--- src/rtl/bram_tree_pq_pkg.sv ---
// Shared types for the level-per-memory priority queue.
// Holds the op encoding, the controller state set and the priority compare.
// No logic or storage lives here.
package bram_tree_pq_pkg;

  typedef enum logic [1:0] {
    NOP     = 2'b00,
    PUSH    = 2'b01,
    POP     = 2'b10,
    REPLACE = 2'b11
  } op_e;

  typedef enum logic [2:0] {
    IDLE,
    FETCH_LAST,
    RD,
    WR,
    DONE
  } state_e;

  // Strict priority: a ties with b is never better, so existing nodes keep their place.
  function automatic logic better(input logic is_max, input logic [63:0] a, input logic [63:0] b);
    return is_max ? (a > b) : (a < b);
  endfunction

endpackage

--- src/rtl/bram_tree_pq_if.sv ---
// Request/status bundle between a scheduler front end and the priority queue.
// master: drives i_valid/i_op/i_data, observes i_ready and the o_* status.
// slave: the queue side of the same signals.
interface bram_tree_pq_if #(
  parameter int DataWidth  = 32,
  parameter int CountWidth = 4
);
  import bram_tree_pq_pkg::*;

  logic                  i_valid;
  op_e                   i_op;
  logic [DataWidth-1:0]  i_data;
  logic                  i_ready;
  logic [DataWidth-1:0]  o_data;
  logic                  o_top_valid;
  logic [CountWidth-1:0] o_count;
  logic                  o_full;
  logic                  o_empty;
  logic                  o_err;

  modport master (
    output i_valid, i_op, i_data,
    input  i_ready, o_data, o_top_valid, o_count, o_full, o_empty, o_err
  );

  modport slave (
    input  i_valid, i_op, i_data,
    output i_ready, o_data, o_top_valid, o_count, o_full, o_empty, o_err
  );
endinterface

--- src/rtl/bram_tree_pq_level_ram.sv ---
// One tree level: Depth nodes stored as sibling pairs (even/odd halves).
// Latency: registered read, 1 cycle; read-during-write returns old data.
// Ports: single-node write (waddr = node offset), pair read (raddr = pair index).
module bram_tree_pq_level_ram
  import bram_tree_pq_pkg::*;
#(
  parameter int DataWidth = 32,
  parameter int Depth     = 2,
  parameter int AW        = 5
) (
  input  logic                 CLK,
  input  logic                 we,
  input  logic [AW-1:0]        waddr,
  input  logic [DataWidth-1:0] wdata,
  input  logic [AW-1:0]        raddr,
  output logic [DataWidth-1:0] rd_lo,
  output logic [DataWidth-1:0] rd_hi
);
  localparam int PAW = (Depth > 2) ? $clog2(Depth) - 1 : 1;

  logic [DataWidth-1:0] mem_lo [2**PAW];
  logic [DataWidth-1:0] mem_hi [2**PAW];
  logic [PAW-1:0]       wpair;
  logic [PAW-1:0]       rpair;
  logic                 unused_addr;

  assign wpair       = waddr[PAW:1];
  assign rpair       = raddr[PAW-1:0];
  // Address buses are shared across levels; the upper bits belong to deeper levels.
  assign unused_addr = ^{waddr[AW-1:PAW+1], raddr[AW-1:PAW]};

  always_ff @(posedge CLK) begin
    if (we) begin
      if (waddr[0]) mem_hi[wpair] <= wdata;
      else          mem_lo[wpair] <= wdata;
    end
    rd_lo <= mem_lo[rpair];
    rd_hi <= mem_hi[rpair];
  end
endmodule

--- src/rtl/bram_tree_pq.sv ---
// Heap-ordered priority queue, one memory per tree level; o_data is the best item.
// Latency: push/pop/replace busy at most 2*TreeDepth+2 cycles; nop and illegal ops take none.
// Backpressure: i_ready low while an op walks the tree; status only changes in DONE.
// Ports: CLK, RST (sync, active high), bus = bram_tree_pq_if.slave.
module bram_tree_pq
  import bram_tree_pq_pkg::*;
#(
  parameter int QueueSize = 8,
  parameter int DataWidth = 32,
  parameter bit IsMax     = 1'b1,
  parameter int TreeDepth = $clog2(QueueSize + 1)
) (
  input logic           CLK,
  input logic           RST,
  bram_tree_pq_if.slave bus
);
  localparam int CW = $clog2(QueueSize + 1);
  localparam int IW = TreeDepth + 1;  // holds child index 2n+1 of any stored node

  state_e               state_q, state_d;
  logic [IW-1:0]        cur_q, cur_d, tgt_q, tgt_d, sl_q, sl_d;
  logic [DataWidth-1:0] v_q, v_d, root_q, root_d, top_q, top_d;
  logic [CW-1:0]        cnt_q, cnt_d, wcnt_q, wcnt_d;
  logic                 push_q, push_d, fetch_q, fetch_d, err_q, err_d;

  logic [IW-1:0]          ram_raddr, ram_waddr;
  logic [DataWidth-1:0]   ram_wdat;
  logic [TreeDepth-1:1]   ram_we;
  logic [DataWidth-1:0]   rd_lo [TreeDepth];
  logic [DataWidth-1:0]   rd_hi [TreeDepth];

  logic                 wr_go;
  logic [IW-1:0]        wr_node, left, right, best, wcnt_x;
  logic [DataWidth-1:0] wr_val, nv, lval, rval, bval;
  int                   lt, lc, ls, cl;

  function automatic int lev(input logic [IW-1:0] n);
    int r;
    r = 0;
    for (int i = 0; i < IW; i++) if (n[i]) r = i;
    return r;
  endfunction

  function automatic logic [IW-1:0] off(input logic [IW-1:0] n);
    return n & ~(IW'(1) << lev(n));
  endfunction

  // Root lives in a register, so both halves of "level 0" present it with no read latency.
  assign rd_lo[0] = root_q;
  assign rd_hi[0] = root_q;

  for (genvar l = 1; l < TreeDepth; l++) begin : g_lvl
    bram_tree_pq_level_ram #(.DataWidth(DataWidth), .Depth(2**l), .AW(IW)) u_ram (
      .CLK   (CLK),
      .we    (ram_we[l]),
      .waddr (ram_waddr),
      .wdata (ram_wdat),
      .raddr (ram_raddr),
      .rd_lo (rd_lo[l]),
      .rd_hi (rd_hi[l])
    );
  end

  always_comb begin
    state_d = state_q; cur_d = cur_q; tgt_d = tgt_q; sl_d = sl_q;
    v_d = v_q; root_d = root_q; top_d = top_q; cnt_d = cnt_q; wcnt_d = wcnt_q;
    push_d = push_q; fetch_d = fetch_q; err_d = 1'b0;
    ram_raddr = '0; wr_go = 1'b0; wr_node = '0; wr_val = '0;
    nv = '0; lval = '0; rval = '0; bval = '0; best = '0;
    lt = lev(tgt_q); lc = lev(cur_q); ls = int'(sl_q);
    cl = (lc + 1 < TreeDepth) ? lc + 1 : TreeDepth - 1;
    left   = cur_q << 1;
    right  = (cur_q << 1) | IW'(1);
    wcnt_x = IW'(wcnt_q);

    case (state_q)
      IDLE: if (bus.i_valid) begin
        case (bus.i_op)
          PUSH: if (cnt_q == CW'(QueueSize)) err_d = 1'b1;
                else begin
                  tgt_d = IW'(cnt_q) + IW'(1); cur_d = IW'(1); sl_d = '0;
                  v_d = bus.i_data; push_d = 1'b1; wcnt_d = cnt_q + 1'b1; state_d = RD;
                end
          POP: if (cnt_q == '0) err_d = 1'b1;
               else if (cnt_q == CW'(1)) begin wcnt_d = '0; state_d = DONE; end
               else begin
                 tgt_d = IW'(cnt_q); cur_d = IW'(1); push_d = 1'b0;
                 wcnt_d = cnt_q - 1'b1; state_d = FETCH_LAST;
               end
          REPLACE: if (cnt_q == '0) err_d = 1'b1;
                   else begin
                     v_d = bus.i_data; cur_d = IW'(1); push_d = 1'b0;
                     fetch_d = 1'b0; wcnt_d = cnt_q; state_d = RD;
                   end
          NOP: ;
          default: ;
        endcase
      end
      FETCH_LAST: begin
        ram_raddr = off(tgt_q) >> 1;
        fetch_d = 1'b1;
        state_d = RD;
      end
      RD: begin
        if (push_q) ram_raddr = off(cur_q) >> 1;  // the path node itself
        else begin
          ram_raddr = off(cur_q);                 // both children as one pair
          // First sift step after a pop: the last node's value lands now and becomes the carry.
          if (fetch_q) begin
            for (int l = 0; l < TreeDepth; l++) if (l == lt) v_d = tgt_q[0] ? rd_hi[l] : rd_lo[l];
            fetch_d = 1'b0;
          end
        end
        state_d = WR;
      end
      WR: if (push_q) begin
        for (int l = 0; l < TreeDepth; l++) if (l == ls) nv = cur_q[0] ? rd_hi[l] : rd_lo[l];
        wr_node = cur_q; wr_val = v_q;
        if (ls == lt) begin
          wr_go = 1'b1; state_d = DONE;
        end else begin
          if (better(IsMax, 64'(v_q), 64'(nv))) begin wr_go = 1'b1; v_d = nv; end
          sl_d = sl_q + 1'b1;
          cur_d = tgt_q >> (lt - ls - 1);
          state_d = RD;
        end
      end else begin
        // Hole-style sift: a promoted child is written up, the carry is written once at the end.
        wr_node = cur_q; wr_go = 1'b1; wr_val = v_q; state_d = DONE;
        if (left <= wcnt_x) begin
          for (int l = 0; l < TreeDepth; l++) if (l == cl) begin lval = rd_lo[l]; rval = rd_hi[l]; end
          if (right <= wcnt_x && better(IsMax, 64'(rval), 64'(lval))) begin best = right; bval = rval; end
          else begin best = left; bval = lval; end
          if (better(IsMax, 64'(bval), 64'(v_q))) begin wr_val = bval; cur_d = best; state_d = RD; end
        end
      end
      DONE: begin
        cnt_d = wcnt_q;
        top_d = (wcnt_q == '0) ? '0 : root_q;
        state_d = IDLE;
      end
      default: state_d = IDLE;
    endcase

    ram_waddr = off(wr_node);
    ram_wdat  = wr_val;
    ram_we    = '0;
    if (wr_go && lev(wr_node) == 0) root_d = wr_val;
    for (int l = 1; l < TreeDepth; l++) ram_we[l] = wr_go && (lev(wr_node) == l);
  end

  always_ff @(posedge CLK) begin
    if (RST) begin
      state_q <= IDLE; cur_q <= '0; tgt_q <= '0; sl_q <= '0;
      v_q <= '0; root_q <= '0; top_q <= '0; cnt_q <= '0; wcnt_q <= '0;
      push_q <= 1'b0; fetch_q <= 1'b0; err_q <= 1'b0;
    end else begin
      state_q <= state_d; cur_q <= cur_d; tgt_q <= tgt_d; sl_q <= sl_d;
      v_q <= v_d; root_q <= root_d; top_q <= top_d; cnt_q <= cnt_d; wcnt_q <= wcnt_d;
      push_q <= push_d; fetch_q <= fetch_d; err_q <= err_d;
    end
  end

  assign bus.i_ready     = (state_q == IDLE);
  assign bus.o_data      = top_q;
  assign bus.o_count     = cnt_q;
  assign bus.o_top_valid = (cnt_q != '0);
  assign bus.o_empty     = (cnt_q == '0);
  assign bus.o_full      = (cnt_q == CW'(QueueSize));
  assign bus.o_err       = err_q;
endmodule

--- src/flat_wrapper.sv ---
// flat-port wrapper written by rule: the top's interface ports become plain ports
module bram_tree_pq_flat import bram_tree_pq_pkg::*;
#(
  parameter int QueueSize = 8,
  parameter int DataWidth = 32,
  parameter bit IsMax     = 1'b1,
  parameter int TreeDepth = $clog2(QueueSize + 1)
)
  (CLK, RST, bus_i_valid, bus_i_op, bus_i_data, bus_i_ready, bus_o_data, bus_o_top_valid, bus_o_count, bus_o_full, bus_o_empty, bus_o_err);
  bram_tree_pq_if #(.DataWidth(DataWidth), .CountWidth(($clog2((8) + 1)))) bus_i ();
  input logic CLK;
  input logic RST;
  input wire logic [$bits(bus_i.i_valid)-1:0] bus_i_valid;
  input wire logic [$bits(bus_i.i_op)-1:0] bus_i_op;
  input wire logic [$bits(bus_i.i_data)-1:0] bus_i_data;
  output wire logic [$bits(bus_i.i_ready)-1:0] bus_i_ready;
  output wire logic [$bits(bus_i.o_data)-1:0] bus_o_data;
  output wire logic [$bits(bus_i.o_top_valid)-1:0] bus_o_top_valid;
  output wire logic [$bits(bus_i.o_count)-1:0] bus_o_count;
  output wire logic [$bits(bus_i.o_full)-1:0] bus_o_full;
  output wire logic [$bits(bus_i.o_empty)-1:0] bus_o_empty;
  output wire logic [$bits(bus_i.o_err)-1:0] bus_o_err;
  assign bus_i.i_valid = bus_i_valid;
  assign bus_i.i_op = bus_i_op;
  assign bus_i.i_data = bus_i_data;
  assign bus_i_ready = bus_i.i_ready;
  assign bus_o_data = bus_i.o_data;
  assign bus_o_top_valid = bus_i.o_top_valid;
  assign bus_o_count = bus_i.o_count;
  assign bus_o_full = bus_i.o_full;
  assign bus_o_empty = bus_i.o_empty;
  assign bus_o_err = bus_i.o_err;
  bram_tree_pq #(.QueueSize(QueueSize), .DataWidth(DataWidth), .IsMax(IsMax), .TreeDepth(TreeDepth)) u_core (.CLK(CLK), .RST(RST), .bus(bus_i));
endmodule
--- config.mk ---
export PLATFORM = sky130hd
export DESIGN_NAME = bram_tree_pq_flat
export DESIGN_NICKNAME = d
export VERILOG_FILES = /design/src/rtl/bram_tree_pq_pkg.sv /design/src/rtl/bram_tree_pq_if.sv /design/src/rtl/bram_tree_pq_level_ram.sv /design/src/rtl/bram_tree_pq.sv /design/src/flat_wrapper.sv
export SDC_FILE = /design/constraint.sdc
export NUM_CORES = 2
export LEC_CHECK = 0
export CORE_MARGIN = 10
export CORE_UTILIZATION = 30
export DETAILED_ROUTE_END_ITERATION = 12
export PLACE_DENSITY_LB_ADDON = 0.3
export SLEW_MARGIN = 10
export SYNTH_ARGS = -nofsm -noshare
export SYNTH_HDL_FRONTEND = slang
export SYNTH_HIERARCHICAL = 1
export SYNTH_SLANG_ARGS = --single-unit
export TNS_END_PERCENT = 100
--- constraint.sdc ---
create_clock -name CLK -period 8.5 [get_ports CLK]
set_clock_uncertainty 0.15 [all_clocks]
set_input_delay 1.7 -clock CLK [delete_from_list [all_inputs] [get_ports CLK]]
set_output_delay 1.7 -clock CLK [all_outputs]
set_load 0.01 [all_outputs]
==> summary.md <==
| Metric | Value |
|---|---|
| Setup TNS | `0 ns` |
| CTS Buffer Depth | `3` |
| Kind of critical path | `reg -> reg` |
| Cts hold-fix bufs | `0` |
| Initial DRC count | `2638` |
| Initial antenna violation count | `0` |
| Post-route antenna net violation count | `0` |
| Grt ovf | `0` |
| Syn Inst Count | `~3000` |
| Post CTS Setup Buffer Count | `0` |
| RSZ-0062 raised after global routing | `no` |
| Worst IR Drop VDD | `0.000121 V` |
| Routed len/inst | `about 26 um` |
| Clk_lat worst skew | `about 0.66 ns` |
| Total track usage | `16.8%` |
| Die W | `379 um` |
| Nets | `~3200` |
| Slew headroom | `between 10% and 20%` |
| Starting density of the core | `between 30% and 40%` |
| Worst endpoint required time | `8.75 ns` |
| Die Y-Extent | `about 380 um` |
| GPL Wtd Cong | `around 0.86` |
| Reg-to-reg setup timing slack | `just under 0.6 ns` |
| Max Freq | `approximately 130 MHz` |
| Core Box Area | `128000 um2` |
| Number of CTS-inserted buffers | `just over 80` |
| PwrDens | `just under 200 nW/um2` |
| CP max stage cell | `o21ai_0` |
| Clock transition at path regs | `roughly 0.06 ns` |
| PortBufs | `77` |
| DR DRC count | `0` |
| Reg2Reg Depth | `30` |
| Area Overhead vs Synth | `14.5%` |
| Layout cells sized above 1 | `19.2%` |
| Pleak | `~14 nW` |
| CP startpoint | `u_core/cur_q[2]` |
| Max-Cap Viols | `0` |
| Vias | `about 26000` |
| Crit Path Max Fanout | `33` |
| Final Max Slew Viols | `0` |
| Die Area | `around 140000 um2` |
| YS warnings | `6` |
| Class of the worst hold path | `reg -> reg` |
| 1st-pass router iterations | `5` |
| Crit-path max cell delay | `between 0.5 and 0.6 ns` |
| Critical Path AT | `between 8 and 9 ns` |
| CP endpoint | `u_core/g_lvl[3].u_ram/mem_hi[3][27]` |
| Synthesized area | `a little under 40000 um2` |
| Syn avg cell area | `between 10 and 15 um2` |
| Clock Tree Root | `clkbuf_16` |
| Setup crit end kind | `register` |
| Mapped Nets | `about 3200` |
| Ant. Diodes | `0` |
| CTS tree | `built` |
| Fin Hold WS | `just over 0.3 ns` |
| # H-tree levels | `3` |
| Vias/cell | `about 5.4` |
| Final HPWL DP | `around 75000 um` |
| Part of the cycle the worst path needs | `about 93%` |
| Slew @ Worst Pin | `roughly 1.2 ns` |
| Final instance area | `44300 um2` |
| Fin crit period | `between 7 and 8 ns` |
| Post-Route WL | `~120000 um` |
| Critical register-to-register path endpoint | `u_core/g_lvl[3].u_ram/mem_hi[3][27]` |
| Ports | `about 80` |
| CP Launch Type | `register` |
| Worst R2R Start | `u_core/cur_q[2]` |
| Vias in the first global route | `roughly 25000` |
| Site Rows | `approximately 130` |
| Status | `finished, final reports clean` |
| # setup viols final | `0` |
| Global-route wire length before repair | `about 180000 um` |
| Largest net degree at the start of global routing | `roughly 110` |
| DP Area | `~42000 um2` |
| Fin. Hold Viols | `0` |
| Clock sinks | `slightly above 800` |
placed cells by master (no fill, tap or decap), types with 15 or more instances in the layout:
cell and count:
nor2_1 167, edfxtp_1 512, mux2i_1 164, a31oi_1 66, dfxtp_1 314, o221ai_2 30
o21ai_1 27, mux2_2 74, ha_1 115, a221oi_1 33, nor2b_1 74, o2111ai_1 35
a2111oi_0 32, buf_4 124, clkbuf_16 83, nor3_1 15, nand2_1 230, nand4_1 19
o31ai_1 32, inv_1 121, clkdlybuf4s50_1 76, mux4_2 60, o21ai_0 27, mux2_4 120
a22oi_1 34, nand3_1 23, a221o_1 32, clkinv_2 15, a21oi_1 129, clkbuf_1 22
a211oi_1 132
worst max-delay path: cells and delay by family, from the launching register on:
kind | cells | cell delay [ns]
fa+ha+maj | 3 | 0.90
xor+xnor | 1 | 0.24
mux | 1 | 0.29
compound gates | 11 | 2.40
buf+inv | 8 | 1.45
simple gates | 6 | 1.66
flops | 1 | 0.49
stage by stage:
| stage | cells | power (mW) | util [%] | worst slack (ns) |
|---|---|---|---|---|
| after CTS | 4803 | 8.82 | 34.7 | 0.515 |
| after floorplan | 2997 | 4.87 | - | 1.09 |
| final | 4803 | 8.77 | 34.7 | 0.594 |
| after detailed placement | 4651 | 5.18 | 32.6 | 0.527 |
| after global routing | 4803 | 9.04 | 34.7 | 0.183 |
| after global placement | 4651 | 5.18 | 32.6 | 0.655 |
report_power, final:
group / internal (mW) / switching [mW] / total (mW)
clock network: 2.09 / 1.57 / 3.66
logic: 0.274 / 0.537 / 0.810
registers: 4.25 / 0.0528 / 4.31
flip-flops by register name, indices dropped and copies added (netlist names), 3 cells and up:
register / cells
u_core/state_q: 3
u_core/bus.o_data: 32
u_core/cur_q: 5
u_core/v_q: 32
u_core/sl_q: 5
u_core/root_q: 32
u_core/tgt_q: 5
u_core/g_lvl.u_ram/mem_lo: 256
u_core/g_lvl.u_ram/rd_hi: 96
u_core/g_lvl.u_ram/rd_lo: 96
u_core/g_lvl.u_ram/mem_hi: 256
u_core/wcnt_q: 4
u_core/bus.o_count: 4
worst min path at each step:
stage	slack, ns	cells past startpoint	from	endpoint
after floorplan	0.30	1	u_core/g_lvl[1].u_ram/mem_hi[1][29]	u_core/g_lvl[1].u_ram/rd_hi[29]
final	0.31	1	u_core/g_lvl[1].u_ram/mem_hi[0][15]	u_core/g_lvl[1].u_ram/rd_hi[15]
after global routing	0.32	1	u_core/g_lvl[1].u_ram/mem_lo[0][8]	u_core/g_lvl[1].u_ram/rd_lo[8]
after detailed placement	0.31	1	u_core/g_lvl[2].u_ram/mem_lo[1][31]	u_core/g_lvl[2].u_ram/rd_lo[31]
after global placement	0.30	1	u_core/g_lvl[1].u_ram/mem_lo[1][13]	u_core/g_lvl[1].u_ram/rd_lo[13]
after CTS	0.31	1	u_core/g_lvl[2].u_ram/mem_hi[0][15]	u_core/g_lvl[2].u_ram/rd_hi[15]
final cells by class:
type / instances / area (um2)
Timing Repair Buffer: 212 / 1930
Fill cell: 12441 / 83500
Clock buffer: 112 / 2260
Tap cell: 1662 / 2080
Sequential cell: 829 / 21700
Inverter: 124 / 465
Multi-Input combinational cell: 1824 / 15400
Clock inverter: 40 / 429
per-layer routing:
layer	GRT usage (%)	vias to the layer above	share of wire, %
met2	27.4	956	47
met1	22.7	13225	44
met3	2.22	218	6.1
met5	0	-	0
li1	-	11648	-
met4	6.11	0	3.3
timing repair:
action,4_1_cts,5_1_grt
gates resized for setup,0,1
setup endpoints to repair,0,16
endpoints found under the hold margin,0,0
Note: power is estimated with default switching activity, not from simulation.
